## src/rtl/br_param.sv

```systemverilog
// br_param: parametrised register bank with NRD combinational read ports,
// one clocked write port, optional write-to-read bypass, optional
// hardwired-zero entry 0 and a per-entry pending scoreboard.
// After reset (or CLR) a clear sequencer zeroes one entry per cycle;
// LISTO rises once every entry has been cleared.
//
// state   | meaning
// --------+-----------------------------------------------------------
// ST_INIT | clearing mem[idx]; reads return 0, BUSY=0, traffic ignored
// ST_RUN  | normal operation; reads, writes and scoreboard active
module br_param #(
  parameter int W       = 32,
  parameter int AW      = 5,
  parameter int NRD     = 2,
  parameter int ZERO_R0 = 1,
  parameter int BYPASS  = 1
) (
  input  logic              CLK,
  input  logic              RST_N,
  input  logic [NRD*AW-1:0] DL,
  output logic [NRD*W-1:0]  op,
  output logic [NRD-1:0]    BUSY,
  input  logic [AW-1:0]     DE,
  input  logic [W-1:0]      DATO,
  input  logic              WE,
  input  logic              SB_SET,
  input  logic [AW-1:0]     SB_DE,
  input  logic              CLR,
  output logic              LISTO
);

  localparam int            DEPTH    = 2 ** AW;
  localparam logic [AW-1:0] LAST_IDX = AW'(DEPTH - 1);
  localparam logic [AW-1:0] IDX_ONE  = AW'(1);
  localparam bit            ZR       = (ZERO_R0 != 0);
  localparam bit            BYP      = (BYPASS != 0);

  typedef enum logic {
    ST_INIT = 1'b0,
    ST_RUN  = 1'b1
  } state_t;

  state_t          state_q, state_d;
  logic [AW-1:0]   idx_q, idx_d;
  logic            listo_q, listo_d;
  logic [DEPTH-1:0] pend_q, pend_d;
  logic [W-1:0]    mem_q [DEPTH];

  logic            run;
  logic            wr_ok;
  logic            sb_ok;

  assign run   = (state_q == ST_RUN);
  // A write lands only in RUN, not in a CLR cycle, and never on a hardwired r0.
  assign wr_ok = run && WE && !CLR && !(ZR && (DE == '0));
  assign sb_ok = run && SB_SET && !CLR && !(ZR && (SB_DE == '0));
  assign LISTO = listo_q;

  // Next-state for the sequencer FSM, ready flag and pending scoreboard.
  always_comb begin
    state_d = state_q;
    idx_d   = idx_q;
    listo_d = listo_q;
    pend_d  = pend_q;
    case (state_q)
      ST_INIT: begin
        pend_d = '0;
        idx_d  = idx_q + IDX_ONE;
        if (idx_q == LAST_IDX) begin
          state_d = ST_RUN;
          listo_d = 1'b1;
        end
      end
      ST_RUN: begin
        if (CLR) begin
          state_d = ST_INIT;
          idx_d   = '0;
          listo_d = 1'b0;
          pend_d  = '0;
        end else begin
          // Clear first so a same-cycle set on the same entry wins.
          if (WE)    pend_d[DE]    = 1'b0;
          if (sb_ok) pend_d[SB_DE] = 1'b1;
        end
      end
      default: begin
        state_d = ST_INIT;
        idx_d   = '0;
        listo_d = 1'b0;
        pend_d  = '0;
      end
    endcase
  end

  // Sequencer FSM state, clear index, registered LISTO and pending bits.
  always_ff @(posedge CLK or negedge RST_N) begin
    if (!RST_N) begin
      state_q <= ST_INIT;
      idx_q   <= '0;
      listo_q <= 1'b0;
      pend_q  <= '0;
    end else begin
      state_q <= state_d;
      idx_q   <= idx_d;
      listo_q <= listo_d;
      pend_q  <= pend_d;
    end
  end

  // Storage array: cleared one entry per cycle in INIT, written in RUN.
  // No reset here on purpose; the clear sequencer owns initialisation.
  always_ff @(posedge CLK) begin
    if (!run) begin
      mem_q[idx_q] <= '0;
    end else if (wr_ok) begin
      mem_q[DE] <= DATO;
    end
  end

  logic [AW-1:0] rd_a;
  logic          rd_hit;
  logic          busy_hit;

  // Read ports: r0 zero beats bypass, bypass beats the array; all zero in INIT.
  always_comb begin
    op       = '0;
    BUSY     = '0;
    rd_a     = '0;
    rd_hit   = 1'b0;
    busy_hit = 1'b0;
    for (int i = 0; i < NRD; i++) begin
      rd_a     = DL[i*AW +: AW];
      rd_hit   = BYP && wr_ok && (DE == rd_a);
      busy_hit = BYP && WE && (DE == rd_a);
      if (run) begin
        if (ZR && (rd_a == '0)) begin
          op[i*W +: W] = '0;
        end else if (rd_hit) begin
          op[i*W +: W] = DATO;
        end else begin
          op[i*W +: W] = mem_q[rd_a];
        end
        BUSY[i] = pend_q[rd_a] && !busy_hit;
      end
    end
  end

endmodule

```

## config.mk

```make
export PLATFORM = sky130hd
export DESIGN_NAME = br_param
export DESIGN_NICKNAME = d
export VERILOG_FILES = /design/src/rtl/br_param.sv
export SDC_FILE = /design/constraint.sdc
export NUM_CORES = 1
export LEC_CHECK = 0
export BUFFER_PORTS_ARGS = -buffer_cell sky130_fd_sc_hd__buf_2
export CELL_PAD_IN_SITES_DETAIL_PLACEMENT = 0
export CELL_PAD_IN_SITES_GLOBAL_PLACEMENT = 1
export CORE_UTILIZATION = 55
export CTS_CLUSTER_DIAMETER = 50
export DETAILED_ROUTE_END_ITERATION = 12
export HOLD_SLACK_MARGIN = 0.02
export PLACE_DENSITY_LB_ADDON = 0.1
export SETUP_SLACK_MARGIN = 0.4
export SYNTH_ARGS = -nofsm -noshare
export SYNTH_HDL_FRONTEND = slang
export SYNTH_SLANG_ARGS = --single-unit
export TNS_END_PERCENT = 5
```

## constraint.sdc

```tcl
create_clock -name CLK -period 4.3 [get_ports CLK]
set_input_delay 0.86 -clock CLK [delete_from_list [all_inputs] [get_ports CLK]]
set_output_delay 0.86 -clock CLK [all_outputs]
set_load 0.005 [all_outputs]
```

After elaboration in Yosys (flattened, before gate mapping)
Memories as Yosys holds them, arrays and structs flattened.
Index checks and enable logic that the tools add are counted.
{"block": "word_totals", "regBits": 39, "ram_bits": 1024, "memories": 1}
{"block": "classes", "n_addsub": 1, "magnitude_cmp": 6, "n_eq_ne": 5, "mux": 37, "bitwise": 4, "reduce_logical": 25}
{"memory": "mem_q", "words": 32, "word_bits": 32, "rd": 2, "rd_ports_with_merged_regs": 0, "write_ports": 1, "line_no": "47", "text": "logic [W-1:0] mem_q [DEPTH];"}
{"operator": "$mux W32", "n": 12}
{"operator": "$pmux W32 S2", "n": 1}
{"operator": "$and A32 B32 Y32", "n": 1}
{"operator": "$not A32 Y32", "n": 1}
{"operator": "$or A32 B32 Y32", "n": 1}
{"operator": "$reduce_or A32 Y1", "n": 1}
{"operator": "$lt A5 B6 Y1 const B", "n": 4}
{"operator": "$logic_not A5 Y1", "n": 4}
{"operator": "$mux W1", "n": 15}
{"operator": "$logic_and A1 B1 Y1", "n": 14}
{"operator": "$bmux W1 S5", "n": 2}
{"operator": "$demux W1 S5", "n": 2}
{"operator": "$eq A5 B5 Y1", "n": 2}
{"operator": "$ge A5 B1 Y1 const B", "n": 2}
{"operator": "$mux W5", "n": 2}
{"operator": "$pmux W5 S2", "n": 1}
{"operator": "$add A5 B1 Y5 const B", "n": 1}
{"operator": "$eq A5 B5 Y1 const B", "n": 1}
{"operator": "$logic_not A1 Y1", "n": 5}
{"operator": "$ne A2 B2 Y1 const B", "n": 2}
{"operator": "$pmux W1 S2", "n": 2}
{"operator": "$reduce_and A2 Y1", "n": 1}
{"operator": "$not A1 Y1", "n": 1}

Longest topological paths before layout
{"block": "depth", "depth_word": 13, "depth_mapped": 10, "ltp_nobuf": 5}

Worst setup path after synthesis
OpenSTA, ideal clock, no wires.
{"block": "synth_path", "path_kind": "input-to-reg", "startpoint": "input DE[2]", "endpoint": "memory mem_q[19][0] (enable)", "setup_time_ns": 0.421, "arrival_time_ns": 3.628, "required_ns": 3.879, "slack_ns": 0.251, "path_stages": 7, "n_path_buf": 3, "path_cell_list": "buf_2 > or3_1 > buf_2 > o311ai_4 > buf_2 > a31oi_1 > nor2_1"}
{"block": "synth_via", "elab_chain_cells": 8, "word_cells_on_any_way": 9, "cone_classes": "mux (5); reduce/logical (4)"}
{"element": "start, declared", "line_no": "23", "text": "input logic [AW-1:0] DE,"}
{"element": "$logic_not A5 Y1", "line_no": "55", "text": "assign wr_ok = run && WE && !CLR && !(ZR && (DE == '0));"}
{"element": "$logic_not A1 Y1", "line_no": "55"}
{"element": "$logic_and A1 B1 Y1", "line_no": "55"}
{"element": "$mux W1", "line_no": "115", "text": "end else if (wr_ok) begin"}
{"element": "$mux W1", "line_no": "113", "text": "if (!run) begin"}
{"element": "$mux W1 (not written as such)", "line_no": "116", "text": "mem_q[DE] <= DATO;"}
{"element": "$reduce_or A32 Y1 (no line)"}
{"element": "$mux W5 (no line) / $mux W1 (equally long branches)"}
{"element": "end, declared", "line_no": "47"}
Several ways; a longest one is shown, not always the timed one.

Worst setup path in the final report
{"block": "layout_path", "startpoint": "input DL[7]", "endpoint": "output op[60]"}
{"block": "layout_via", "elab_chain_cells": 5, "word_cells_on_any_way": 7, "cone_classes": "eq/ne (1); mux (3); reduce/logical (2); memory (1)"}
{"element": "start, declared", "line_no": "20", "text": "input logic [NRD*AW-1:0] DL,"}
{"element": "branches (longest 3 deep; another with $mem_v2 Z32 W32)"}
{"element": "$mux W32 (*)", "line_no": "136", "text": "if (ZR && (rd_a == '0)) begin"}
{"element": "$mux W32 (*)", "line_no": "135", "text": "if (run) begin"}
{"element": "end, declared", "line_no": "21", "text": "output logic [NRD*W-1:0] op,"}
Mark *: on every way between the ends.

==> reports/qor.csv <==
stage,metric,value,unit
flow_run,max-cap viol count,0,
detailed_routing,wl on met1,58540,um
detailed_routing,Avg WL per Cell,38.71,um
yosys,Synth async-reset ratio,3.669,%
detailed_routing,DR vias,31210,
detailed_routing,Met3 Wirelength,18680,um
global_routing,largest net degree at the start of global routing,77,
timing,Max Freq,250.4,MHz
timing,Final min period,3.994,ns
cells_and_area,Final Util,64.80,%
yosys,top-count cell post-synth,edfxtp_1,
place,port bufs,123,
timing,Final Skew,0.03448,ns
yosys,"EDFF count, synth",1024,
timing,Final setup viols,0,
die,Initial Util,55.81,%
die,Die X,302.4,um
timing,setup_tns,0,ns
yosys,top cell type's share of synthesized area,61.96,%
timing,final slew viol count,0,
power_and_ir_drop,Reg power frac,45.0,%
clock_tree,H-tree Lvls,4,
global_routing,first-pass GRT wire length,229000,um
die,die area,0.09144,mm2
yosys,Yosys reg bits,1063,
critical_path,CP Data Required Time,3.44,ns
global_routing,Global Route Usage Sum,36.18,%
min_path,Hold/Removal Path Class,input port to asynchronous set/reset pin,
global_routing,antenna violations before repair,2,
cells_and_area,nets,2988,
power_and_ir_drop,switch share,26.94,%
critical_path,Setup crit start kind,input port,
timing,Final period util,92.89,%
power_and_ir_drop,Gate power share,16.1,%
cells_and_area,antenna cell count,0,
global_routing,grt ovf,0,
global_routing,vias in the first global route,31530,
yosys,Mapped Nets,2760,
clock_tree,Worst-Skew Late Latency,0.74,ns
timing,Slew @ Worst Pin,1.163,ns
detailed_routing,1st-iter DRT viols,3810,
yosys,cell area after synthesis,0.04963,mm2
power_and_ir_drop,P_int,20.94,mW
place,DP Wirelength,95610,um
yosys,"Seq/Total Area, Yosys",63.92,%
yosys,synth warn,0,
detailed_routing,Routed WL,162100,um
timing,Final Hold Vio Count,0,
die,Rows,109,
status,status,"finished, final reports clean",
critical_path,Setup Crit Path Kind,input port to output pin,
power_and_ir_drop,Clk pwr share,39.0,%
detailed_routing,1st-pass router iterations,5,
timing,RSZ-0062 raised after global routing,yes,
detailed_routing,DR vias/cell,7.452,
clock_tree,Clock Tree Buf Depth,3,
critical_path,Crit Path Max Fanout,17,
power_and_ir_drop,Pwr Total,28.66,mW
yosys,Yosys top cell by area,edfxtp_1,
critical_path,worst path arrival time,3.13,ns
yosys,cells after synthesis,2701,
clock_tree,total CTS buffers,131,
power_and_ir_drop,Leakage,19.63,nW
die,Die Span Y,302.4,um
power_and_ir_drop,Psw,7.724,mW
cells_and_area,layout cells sized above 1,34.67,%
detailed_routing,DRC Markers,0,
timing,max_slew headroom,22.49,%
detailed_routing,met2 WL,77960,um
yosys,Syn Area/Cell,18.37,um2
clock_tree,total clock sinks,1063,
detailed_routing,DR top layer,met5,
die,CORE AREA,0.08892,mm2
power_and_ir_drop,PD cells,497.5,mW/mm2
clock_tree,"CTS clk-pin slew, worst paths",0.05,ns
cells_and_area,P&R area growth vs syn,16.10,%
power_and_ir_drop,Max VDD drop,0.4536,mV
detailed_routing,Antenna Violating Nets Remaining,0,
yosys,synth unique cells,57,
die,I/O pin cnt,124,
critical_path,Critical Path Sink Type,output pin,
yosys,Synth top cells by count,"1024 x edfxtp_1, 465 x mux4_2, 190 x o22ai_1",
clock_tree,CTS tree,done,
yosys,top post-synthesis cells by area,"edfxtp_1 62%, mux4_2 21%, mux2i_1 3.4%",
place,GP Congestion,0.8644,
yosys,"Primary FF master, synth",edfxtp_1,
clock_tree,CTS root buf,clkbuf_16,
sequential cells by signal, summed over array words and instances, names as in the netlist:
signal / count
mem_q: 1024
run: 1
pend_q: 32
idx_q: 5
LISTO: 1
cell families (layout without fill, tap and decap cells):
family / Yosys count / count (layout) / share of synthesized area (%)
DFF: 1063 / 1063 / 63.92
muxes: 634 / 634 / 24.51
AOI/OAI and AO/OA: 505 / 505 / 6.648
and+or+nand+nor: 246 / 246 / 2.496
buffers and inverters: 239 / 561 / 2.158
xor gates and xnor gates: 12 / 12 / 0.2118
adders and majority gates: 2 / 2 / 0.05041
routing by layer:
metal  GRT usage [%]  vias up
li1                -    12150
met1           47.93    16520
met2           57.13     2130
met3           9.675      411
met4           15.36        2
met5               0        -
metrics by stage:
stage	setup slack (ns)	hold slack, ns	cells	cell area, um2
5_1_grt	0.3295	0.3523	4188	57620
2_1_floorplan	0.2510	0.4908	2701	49630
6_report	0.3059	0.2829	4188	57620
4_1_cts	0.2871	0.3038	4183	57530
3_5_place_dp	0.2071	0.5464	3956	53140
3_3_place_gp	0.1997	0.5365	3956	53140
power groups by stage:
stage	Clock [mW]	Combinational, mW	Sequential [mW]
2_1_floorplan	0	2.37	12.9
5_1_grt	11.6	4.73	13.0
6_report	11.2	4.61	12.9
3_3_place_gp	0	4.44	13.0
3_5_place_dp	0	4.49	13.1
4_1_cts	11.2	4.52	12.9
path summary, 6_finish.rpt:
| kind | from | slack, ns | depth (start not counted) | end |
|---|---|---|---|---|
| min | RST_N | 0.28 | 1 | LISTO |
| max reg2reg | run | 1.17 | 7 | mem_q[17][15] |
| min in group CLK | CLR | 0.40 | 2 | LISTO |
| max in group asynchronous | RST_N | 3.41 | 1 | pend_q[19] |
| min reg2reg | pend_q[27] | 0.56 | 2 | pend_q[27] |
| max | DL[7] | 0.31 | 8 | op[60] |
cell usage in the layout (no fill, tap or decap), types with 4 or more instances in the layout:
cell type	instances
o22ai_1	190
o221ai_1	32
a32o_1	32
clkinv_2	13
a22o_1	32
buf_2	116
mux2i_1	168
clkbuf_1	21
a31oi_1	38
nor4_1	28
xor2_1	8
clkinv_1	10
o21ai_0	67
nor2b_1	6
a21oi_1	95
nand3_2	4
clkinvlp_4	8
nor3_1	4
nand2_1	40
buf_4	145
bufinv_16	17
inv_6	9
clkbuf_16	136
nand3_1	8
nor2_4	33
nor4_2	4
dfrtp_1	39
nor2_1	54
and2_1	34
xnor2_1	4
buf_12	57
nand2_2	4
nor3b_1	4
mux4_2	465
clkinv_4	12
inv_1	8
nand3b_1	4
edfxtp_1	1024
layout make-up:
type	count	area (um2)
clock buffers	157	3482
clock inverters	70	880.8
fillers	6101	31300
inverters	11	48.80
multi-input cells	1399	17160
flip-flops and latches	1063	31730
well taps	1165	1458
repair buffers	323	2867
repair_timing:
action / CTS / global route
buffers inserted: 0 / 5
gates resized for setup: 4 / 11
setup endpoints to repair: 41 / 58
pin swaps: 1 / 1
hold buffers: 0 / 0
worst max-delay path, cell delays in order:
cell and delay [ns]:
buf_4 0.30, nand2_2 0.43, buf_4 0.33, o221ai_1 0.27
a21oi_1 0.08, o21ai_0 0.45, a32o_1 0.26, buf_2 0.12
Note: power is estimated with default switching activity, not from simulation.
